$ cat config.mk
export PLATFORM = sky130hd
export DESIGN_NAME = mem_access_fsm
export DESIGN_NICKNAME = d
export VERILOG_FILES = /design/src/rtl/mem_access_fsm.sv
export SDC_FILE = /design/constraint.sdc
export NUM_CORES = 1
export LEC_CHECK = 0
export ABC_AREA = 1
export CORE_MARGIN = 4
export CORE_UTILIZATION = 45
export DETAILED_ROUTE_END_ITERATION = 10
export PLACE_DENSITY = 0.83
export RECOVER_POWER = 25
export SLEW_MARGIN = 20
export SYNTH_ARGS = -nofsm -noshare
export SYNTH_HDL_FRONTEND = slang
export SYNTH_SLANG_ARGS = --single-unit
$ cat constraint.sdc
create_clock -name clk -period 2.3 [get_ports clk]
set_input_delay 0.69 -clock clk [delete_from_list [all_inputs] [get_ports clk]]
set_output_delay 0.69 -clock clk [all_outputs]
set_load 0.01 [all_outputs]
$ cat src/rtl/mem_access_fsm.sv
// -----------------------------------------------------------------------------
// mem_access_fsm
//
// Sequencing controller for the memory-access path. Read and write requests
// from the debounced user keys are serialised onto an 8-bit byte bus toward
// the external memory. The controller then waits for the memory acknowledge
// and, for reads, captures the 16-bit read data. The one-hot controller state
// is exported for the seven-segment status display.
//
// Parameters
//   INIT_CYCLES     cycles spent in RESET after reset release (>= 1)
//   TIMEOUT_CYCLES  max cycles in a WAIT state without ack before abort (>= 2)
//
// Ports
//   clk        in   1   system clock
//   rst_n      in   1   asynchronous active-low reset
//   rd_req     in   1   read request (level), sampled in IDLE / READ_DONE
//   wr_req     in   1   write request (level), sampled in IDLE / READ_DONE
//   addr       in  16   access address, latched in READ_ST0 / WRITE_ST0
//   wdata      in  16   write data, latched in WRITE_ST0
//   mem_ack    in   1   memory acknowledge, honoured in READ_WAIT / WRITE_WAIT
//   mem_rdata  in  16   read data, captured when mem_ack is seen in READ_WAIT
//   mem_byte   out  8   byte-bus payload, zero unless mem_strobe is high
//   mem_strobe out  1   byte-valid strobe, one cycle per byte
//   mem_cmd    out  1   1 = write, 0 = read; valid from *_ST1 through *_WAIT
//   state      out 13   one-hot controller state
//   rdata      out 16   last captured read data
//   busy       out  1   high except in IDLE and READ_DONE
//   done       out  1   one-cycle completion pulse
//   err        out  1   sticky timeout flag, cleared on entry to *_ST0
// -----------------------------------------------------------------------------
module mem_access_fsm #(
    parameter int INIT_CYCLES    = 16,
    parameter int TIMEOUT_CYCLES = 1024
) (
    input  logic        clk,
    input  logic        rst_n,
    input  logic        rd_req,
    input  logic        wr_req,
    input  logic [15:0] addr,
    input  logic [15:0] wdata,
    input  logic        mem_ack,
    input  logic [15:0] mem_rdata,
    output logic [7:0]  mem_byte,
    output logic        mem_strobe,
    output logic        mem_cmd,
    output logic [12:0] state,
    output logic [15:0] rdata,
    output logic        busy,
    output logic        done,
    output logic        err
);

    // One shared counter serves the init delay and the WAIT timeout; the two
    // never run at the same time.
    localparam int CNT_MAX = (INIT_CYCLES > TIMEOUT_CYCLES) ? INIT_CYCLES : TIMEOUT_CYCLES;
    localparam int CW      = $clog2(CNT_MAX + 1);

    localparam logic [CW-1:0] CNT_ZERO  = {CW{1'b0}};
    localparam logic [CW-1:0] CNT_ONE   = CW'(1);
    localparam logic [CW-1:0] INIT_LAST = CW'(INIT_CYCLES - 1);
    localparam logic [CW-1:0] WAIT_LAST = CW'(TIMEOUT_CYCLES - 1);

    // State encoding is the display encoding: bit index = state number.
    typedef enum logic [12:0] {
        S_RESET      = 13'h0001,
        S_IDLE       = 13'h0002,
        S_READ_ST0   = 13'h0004,
        S_READ_ST1   = 13'h0008,
        S_READ_ST2   = 13'h0010,
        S_READ_WAIT  = 13'h0020,
        S_READ_DONE  = 13'h0040,
        S_WRITE_ST0  = 13'h0080,
        S_WRITE_ST1  = 13'h0100,
        S_WRITE_ST2  = 13'h0200,
        S_WRITE_ST3  = 13'h0400,
        S_WRITE_ST4  = 13'h0800,
        S_WRITE_WAIT = 13'h1000
    } state_t;

    state_t        state_q,      state_d;
    logic [CW-1:0] cnt_q,        cnt_d;
    logic [15:0]   addr_q,       addr_d;
    logic [15:0]   wdata_q,      wdata_d;
    logic [15:0]   rdata_q,      rdata_d;
    logic [7:0]    mem_byte_q,   mem_byte_d;
    logic          mem_strobe_q, mem_strobe_d;
    logic          mem_cmd_q,    mem_cmd_d;
    logic          done_q,       done_d;
    logic          err_q,        err_d;

    logic          in_wait_s;
    logic          timeout_s;

    // Timeout fires on the last permitted WAIT cycle; ack on that cycle wins.
    always_comb begin
        in_wait_s = (state_q == S_READ_WAIT) || (state_q == S_WRITE_WAIT);
        timeout_s = in_wait_s && !mem_ack && (cnt_q == WAIT_LAST);
    end

    // Next-state and shared counter.
    always_comb begin
        state_d = state_q;
        cnt_d   = cnt_q;
        case (state_q)
            S_RESET: begin
                if (cnt_q == INIT_LAST) begin
                    state_d = S_IDLE;
                    cnt_d   = CNT_ZERO;
                end else begin
                    cnt_d = cnt_q + CNT_ONE;
                end
            end
            S_IDLE, S_READ_DONE: begin
                // Read has priority when both keys are down.
                if (rd_req) begin
                    state_d = S_READ_ST0;
                end else if (wr_req) begin
                    state_d = S_WRITE_ST0;
                end else begin
                    state_d = state_q;
                end
            end
            S_READ_ST0:  state_d = S_READ_ST1;
            S_READ_ST1:  state_d = S_READ_ST2;
            S_READ_ST2: begin
                state_d = S_READ_WAIT;
                cnt_d   = CNT_ZERO;
            end
            S_READ_WAIT: begin
                if (mem_ack) begin
                    state_d = S_READ_DONE;
                end else if (timeout_s) begin
                    state_d = S_IDLE;
                    cnt_d   = CNT_ZERO;
                end else begin
                    cnt_d = cnt_q + CNT_ONE;
                end
            end
            S_WRITE_ST0: state_d = S_WRITE_ST1;
            S_WRITE_ST1: state_d = S_WRITE_ST2;
            S_WRITE_ST2: state_d = S_WRITE_ST3;
            S_WRITE_ST3: state_d = S_WRITE_ST4;
            S_WRITE_ST4: begin
                state_d = S_WRITE_WAIT;
                cnt_d   = CNT_ZERO;
            end
            S_WRITE_WAIT: begin
                if (mem_ack) begin
                    state_d = S_IDLE;
                end else if (timeout_s) begin
                    state_d = S_IDLE;
                    cnt_d   = CNT_ZERO;
                end else begin
                    cnt_d = cnt_q + CNT_ONE;
                end
            end
            default: begin
                // A corrupted (non one-hot) state re-runs the init sequence.
                state_d = S_RESET;
                cnt_d   = CNT_ZERO;
            end
        endcase
    end

    // Latches, completion/error flags and read-data capture.
    always_comb begin
        addr_d  = addr_q;
        wdata_d = wdata_q;
        rdata_d = rdata_q;
        err_d   = err_q;

        if ((state_q == S_READ_ST0) || (state_q == S_WRITE_ST0)) begin
            addr_d = addr;
        end else begin
            addr_d = addr_q;
        end

        if (state_q == S_WRITE_ST0) begin
            wdata_d = wdata;
        end else begin
            wdata_d = wdata_q;
        end

        if ((state_q == S_READ_WAIT) && mem_ack) begin
            rdata_d = mem_rdata;
        end else begin
            rdata_d = rdata_q;
        end

        // Registered pulse lands in the first READ_DONE / IDLE cycle.
        done_d = in_wait_s && mem_ack;

        // Cleared on entry so err already reads 0 while in *_ST0.
        if ((state_d == S_READ_ST0) || (state_d == S_WRITE_ST0)) begin
            err_d = 1'b0;
        end else if (timeout_s) begin
            err_d = 1'b1;
        end else begin
            err_d = err_q;
        end
    end

    // Byte-bus outputs are decoded from the next state so that the registered
    // copy lines up with the state it belongs to. The *_d latch values are used
    // because the address is captured on the same edge that enters *_ST1.
    always_comb begin
        mem_byte_d   = 8'h00;
        mem_strobe_d = 1'b0;
        case (state_d)
            S_READ_ST1, S_WRITE_ST1: begin
                mem_byte_d   = addr_d[7:0];
                mem_strobe_d = 1'b1;
            end
            S_READ_ST2, S_WRITE_ST2: begin
                mem_byte_d   = addr_d[15:8];
                mem_strobe_d = 1'b1;
            end
            S_WRITE_ST3: begin
                mem_byte_d   = wdata_d[7:0];
                mem_strobe_d = 1'b1;
            end
            S_WRITE_ST4: begin
                mem_byte_d   = wdata_d[15:8];
                mem_strobe_d = 1'b1;
            end
            default: begin
                mem_byte_d   = 8'h00;
                mem_strobe_d = 1'b0;
            end
        endcase
    end

    // Command direction is held for the whole transfer and wait phase.
    always_comb begin
        mem_cmd_d = 1'b0;
        case (state_d)
            S_WRITE_ST1, S_WRITE_ST2, S_WRITE_ST3,
            S_WRITE_ST4, S_WRITE_WAIT: mem_cmd_d = 1'b1;
            default:                   mem_cmd_d = 1'b0;
        endcase
    end

    // All controller state and registered outputs.
    always_ff @(posedge clk or negedge rst_n) begin
        if (!rst_n) begin
            state_q      <= S_RESET;
            cnt_q        <= CNT_ZERO;
            addr_q       <= 16'h0000;
            wdata_q      <= 16'h0000;
            rdata_q      <= 16'h0000;
            mem_byte_q   <= 8'h00;
            mem_strobe_q <= 1'b0;
            mem_cmd_q    <= 1'b0;
            done_q       <= 1'b0;
            err_q        <= 1'b0;
        end else begin
            state_q      <= state_d;
            cnt_q        <= cnt_d;
            addr_q       <= addr_d;
            wdata_q      <= wdata_d;
            rdata_q      <= rdata_d;
            mem_byte_q   <= mem_byte_d;
            mem_strobe_q <= mem_strobe_d;
            mem_cmd_q    <= mem_cmd_d;
            done_q       <= done_d;
            err_q        <= err_d;
        end
    end

    assign state      = state_q;
    assign busy       = !((state_q == S_IDLE) || (state_q == S_READ_DONE));
    assign mem_byte   = mem_byte_q;
    assign mem_strobe = mem_strobe_q;
    assign mem_cmd    = mem_cmd_q;
    assign rdata      = rdata_q;
    assign done       = done_q;
    assign err        = err_q;

endmodule
# Word-level counts from Yosys, hierarchy flattened
# Cells that the tools add are included.
# classes
n_reduce_logical	19
n_bitwise	1
n_eq_ne	25
mux	18
add_sub_neg	1
# op_table
op	n
$pmux W13 S12	1
$mux W13	6
$mux W11	3
$pmux W11 S3	1
$mux W16	2
$pmux W8 S4	1
$eq A13 B10 Y1 const B	2
$eq A13 B11 Y1 const B	2
$eq A13 B12 Y1 const B	2
$eq A13 B13 Y1 const B	2
$eq A13 B3 Y1 const B	2
$eq A13 B4 Y1 const B	2
$eq A13 B5 Y1 const B	2
$eq A13 B8 Y1 const B	2
$eq A13 B9 Y1 const B	2
$eq A13 B1 Y1 const B	1
$eq A13 B2 Y1 const B	1
$eq A13 B6 Y1 const B	1
$eq A13 B7 Y1 const B	1
$add A11 B1 Y11 const B	1
$eq A11 B10 Y1 const B	1
$eq A11 B4 Y1 const B	1
$reduce_or A2 Y1	4
$reduce_or A8 Y1	1
other kinds (10)	20
# totals
output_inout_bits	42
reg_bits	84
word_cells	74
input_bits	53

# Depth between registers and ports, before layout
# depth
word_depth	10
depth_mapped	13
depth_no_buf	13

# Worst setup path after synthesis
# No wires, ideal clock.
# synth_path
kind	flip-flop to output port
start	register state_q[0] (netlist: state[0])
end	output port busy
setup_slack_ns	0.527
arrival_ns	1.083
n_path_buf	0
required_time_ns	1.610
path_stages_with_launch	7
path_cell_list	dfstp_2 -> nor2_1 -> nand2_2 -> inv_1 -> nand2_1 -> nand2_1 -> nand2_1
# synth_via
elab_chain_cells	3
elab_cells_between_ends	4
classes_between	eq/ne (2); reduce/logical (2)
# synth_lines
item	line_no	source
from (decl)	81	state_t state_q, state_d;
from (signal assigned)	258	state_q <= state_d;
$eq A13 B2 Y1 or $eq A13 B7 Y1 (tied branches)	272	assign busy = !((state_q == S_IDLE) || (state_q == S_READ_DONE));
$logic_or A1 B1 Y1 *	272	
$logic_not A1 Y1 *	272	
to (decl)	49	output logic busy,
# Mark *: on every way between the ends. The rest lies on a longest branch, timed or not.

# Final worst setup path
# layout_path
start	register state_q[2] (netlist: state[2])
end	output port state[2]
# layout_lines
item	line_no	source
to (decl)	47	output logic [12:0] state,
# No word-level cell between the ends.

==> flow_metrics.tcl <==
set metrics [dict create \
    outcome "finished, final reports clean" \
    coreArea_um2 7810 \
    ant_nets 0 \
    power.density_nw_per_um2 581 \
    io_pins 95 \
    worst_pin_slew_ns 0.871 \
    switching_power_uw 832 \
    ir_worst_vdd_uv 277 \
    synth_flop_cell "dfrtp_1" \
    arrival_ns 1.54 \
    path_cells "buf_4 > buf_4 > clkdlybuf4s50_1" \
    grt_use_total_pct 19.6 \
    busiest_layer "met2" \
    cpPeakStageDelay_ns 0.54 \
    p_total_uw 2920 \
    io_buffers 94 \
    clockPowerShare_pct 31.8 \
    use_met3_pct 6.21 \
    die_y_um 98.3 \
    cts_sinks 76 \
    cts_hold_buf 0 \
    setup_viol 0 \
    finalCritPeriodShare_pct 96.8 \
    rsz0062_at_grt "false" \
    fin_skew_ns 0.00900 \
    overflow 0 \
    fp.dieW_um 98.3 \
    synth_cells 422 \
    hp-class "in2async" \
    crit_required_ns 1.61 \
    seqPwrFrac_pct 50.0 \
    layout_commonest_cell "nand2_1" \
    num_vias 3190 \
    vias_per_cell 4.97 \
    final-hold-violation-count 0 \
    cts_tree "yes" \
    crit_buf_inv 3 \
    nets 589 \
    synthArstFlopShare_pct 100 \
    yosys_warnings 0 \
    hpwl_mm 6.62 \
    avgRoutedWirePerCell_um 14.0 \
    swShare_pct 28.5 \
    crit_top_cell "buf_4" \
    synth.yosys.seq_area_share_pct 51.9 \
    start_kind "flop" \
    timing.hold.ws_ns 0.437 \
    final.setup.tns_ns 0 \
    route.detailed.drc 0 \
    pwr-share-comb_pct 18.2 \
    fin_crit_ns 2.23 \
    synth_seq_cells 76 \
    critPathCaptureType "primary output" \
    synth_edf_count 0 \
    syn_nets 476 \
    routed_wl_mm 9.01 \
    drive_above_1_share_pct 16.3 \
    crit_fanout 3 \
    grtUsageMet2_pct 31.4 \
    grt_max_degree 44 \
    grt_pass1_vias 3322 \
    antenna_found_initial 0 \
    critPathKind "reg2out" \
    drt-pass1-iter-count 5 \
    grt_pass1_wl_mm 15.3 \
    max_freq_mhz 449 \
    syn_area_um2 3670 \
    finalMaxSlewViolations 0 \
    clk-insertion-delay-late_ns 0.35 \
    gp_congestion 0.895 \
    num_antenna_cells 0 \
    avgSynthCellArea_um2 8.69 \
    die_area_um2 9660 \
    cpMaxStageDelayCell "clkdlybuf4s50_1" \
    cts_buffers 9 \
    crit_family "buffers and inverters" \
    start_util_pct 47.0 \
    cts.path.max_buffers 2 \
    clk_pin_slew_ns 0.08 \
    yosysUniqueCellTypes 35 \
    rows 32 \
    h-tree-depth 3 \
    gr-usage-met1_pct 25.0 \
    drv_cap 0 \
    slew_headroom_pct 41.9 \
    drtIter0Drc 135 \
    p_leak_uw 0.00244 \
    area_growth_pct 36.7 \
    layout_common_cells "151 x nand2_1, 91 x clkdlybuf4s50_1, 71 x dfrtp_1" \
    p_int_uw 2080 \
    clockRootBuffer "clkbuf_8" \
]
-- Yosys cell counts, types with 2 or more instances --
cell | instances | share of area, %
nand2_1 | 153 | 16
inv_4 | 2 | 0.34
nor2_2 | 6 | 1.0
nand2_4 | 4 | 1.2
nor2_4 | 4 | 1.2
nand4_1 | 14 | 2.4
nand2_8 | 2 | 1.1
nand3_2 | 4 | 1.1
mux2_1 | 9 | 2.8
nor2_1 | 45 | 4.6
buf_2 | 2 | 0.27
buf_6 | 3 | 0.92
o21ai_1 | 2 | 0.27
mux2_2 | 7 | 2.1
nor2_8 | 2 | 1.1
a21oi_1 | 6 | 0.82
dfrtp_1 | 75 | 51
inv_2 | 4 | 0.41
nor3_1 | 4 | 0.55
inv_1 | 35 | 3.6
nand3_1 | 19 | 2.6
o21ai_0 | 3 | 0.41
nand2_2 | 5 | 0.85
-- layout make-up --
type	instances	area, µm²
clock buffer	11	141
clock inverter	5	37.5
fill	631	2790
inverter	41	159
multi-input combinational	299	1590
sequential	76	1910
tap	102	128
timing repair buffer	108	1060
-- final timing paths --
check	startpoint	end	slack, ns	depth (start not counted)
worst max-delay path	state[2]	state[2]	0.07	3
worst min-delay path	rst_n	wdata_q[9]	0.44	1
worst max register to register	state[0]	cnt_q[10]	0.30	12
worst min register to register	addr_q[10]	addr_q[10]	0.47	2
max in group asynchronous	rst_n	state[0]	1.08	2
min in group clk	addr_q[10]	addr_q[10]	0.47	2
-- cell families (layout without fill, tap and decap cells) --
| group | count (synthesis) | in the layout | share of synthesized area (%) |
|---|---|---|---|
| adder cells (fa/ha/maj) | 1 | 1 | 0.341 |
| AND/OR/NAND/NOR | 266 | 266 | 34.5 |
| AO/OA/AOI/OAI | 16 | 16 | 2.66 |
| flip-flops | 76 | 76 | 51.9 |
| multiplexers | 16 | 16 | 4.91 |
| buffers and inverters | 47 | 165 | 5.73 |
-- worst register-to-register path: stages, from the launching register on --
cell and delay [ns]:
dfstp_2 0.59, nor2_2 0.07, nand2_2 0.09, buf_4 0.14, nor2_2 0.07, nand2_8 0.15, nand2_8 0.13, nor2_2 0.11
nand3_2 0.10, nor2_4 0.15, nand3_2 0.15, nand2_1 0.10, nor2_1 0.04
-- through the flow --
step                      std cells  setup WS, ns  cell area [µm²]  utilization (%)
after floorplan                 422         0.527             3670                -
after global placement          619         0.116             4750             60.8
after detailed placement        619        0.0716             4750             60.8
after CTS                       638      0.000336             4970             63.6
after global routing            642       0.00327             5020             64.2
final                           642        0.0725             5020             64.2
-- sequential cells by signal, summed over array words and instances (netlist names) --
name / flops
mem_strobe: 1
mem_byte: 8
cnt_q: 11
state: 13
addr_q: 8
done: 1
rdata: 16
wdata_q: 16
err: 1
mem_cmd: 1
-- layer usage --
metal,part of all wire (%),vias to the layer above,routed length [µm]
met3,8.4,24,753
met1,43,1453,3850
met4,2.3,0,204
met2,47,147,4200
li1,-,1566,-
met5,0,-,0
-- repair_timing --
item,in CTS,in global routing
buffers inserted,3,4
gates resized for setup,9,11
setup endpoints to repair,1,3
pin swaps,1,5
-- power groups by stage --
| stage | clock [µW] | combinational, µW | sequential (µW) |
|---|---|---|---|
| floorplan | 0 | 253 | 1490 |
| global placement | 0 | 499 | 1480 |
| detailed placement | 0 | 513 | 1480 |
| CTS | 944 | 532 | 1450 |
| global route | 1000 | 599 | 1470 |
| finish | 926 | 531 | 1460 |
No activity file was read; power rests on OpenSTA's default activity.
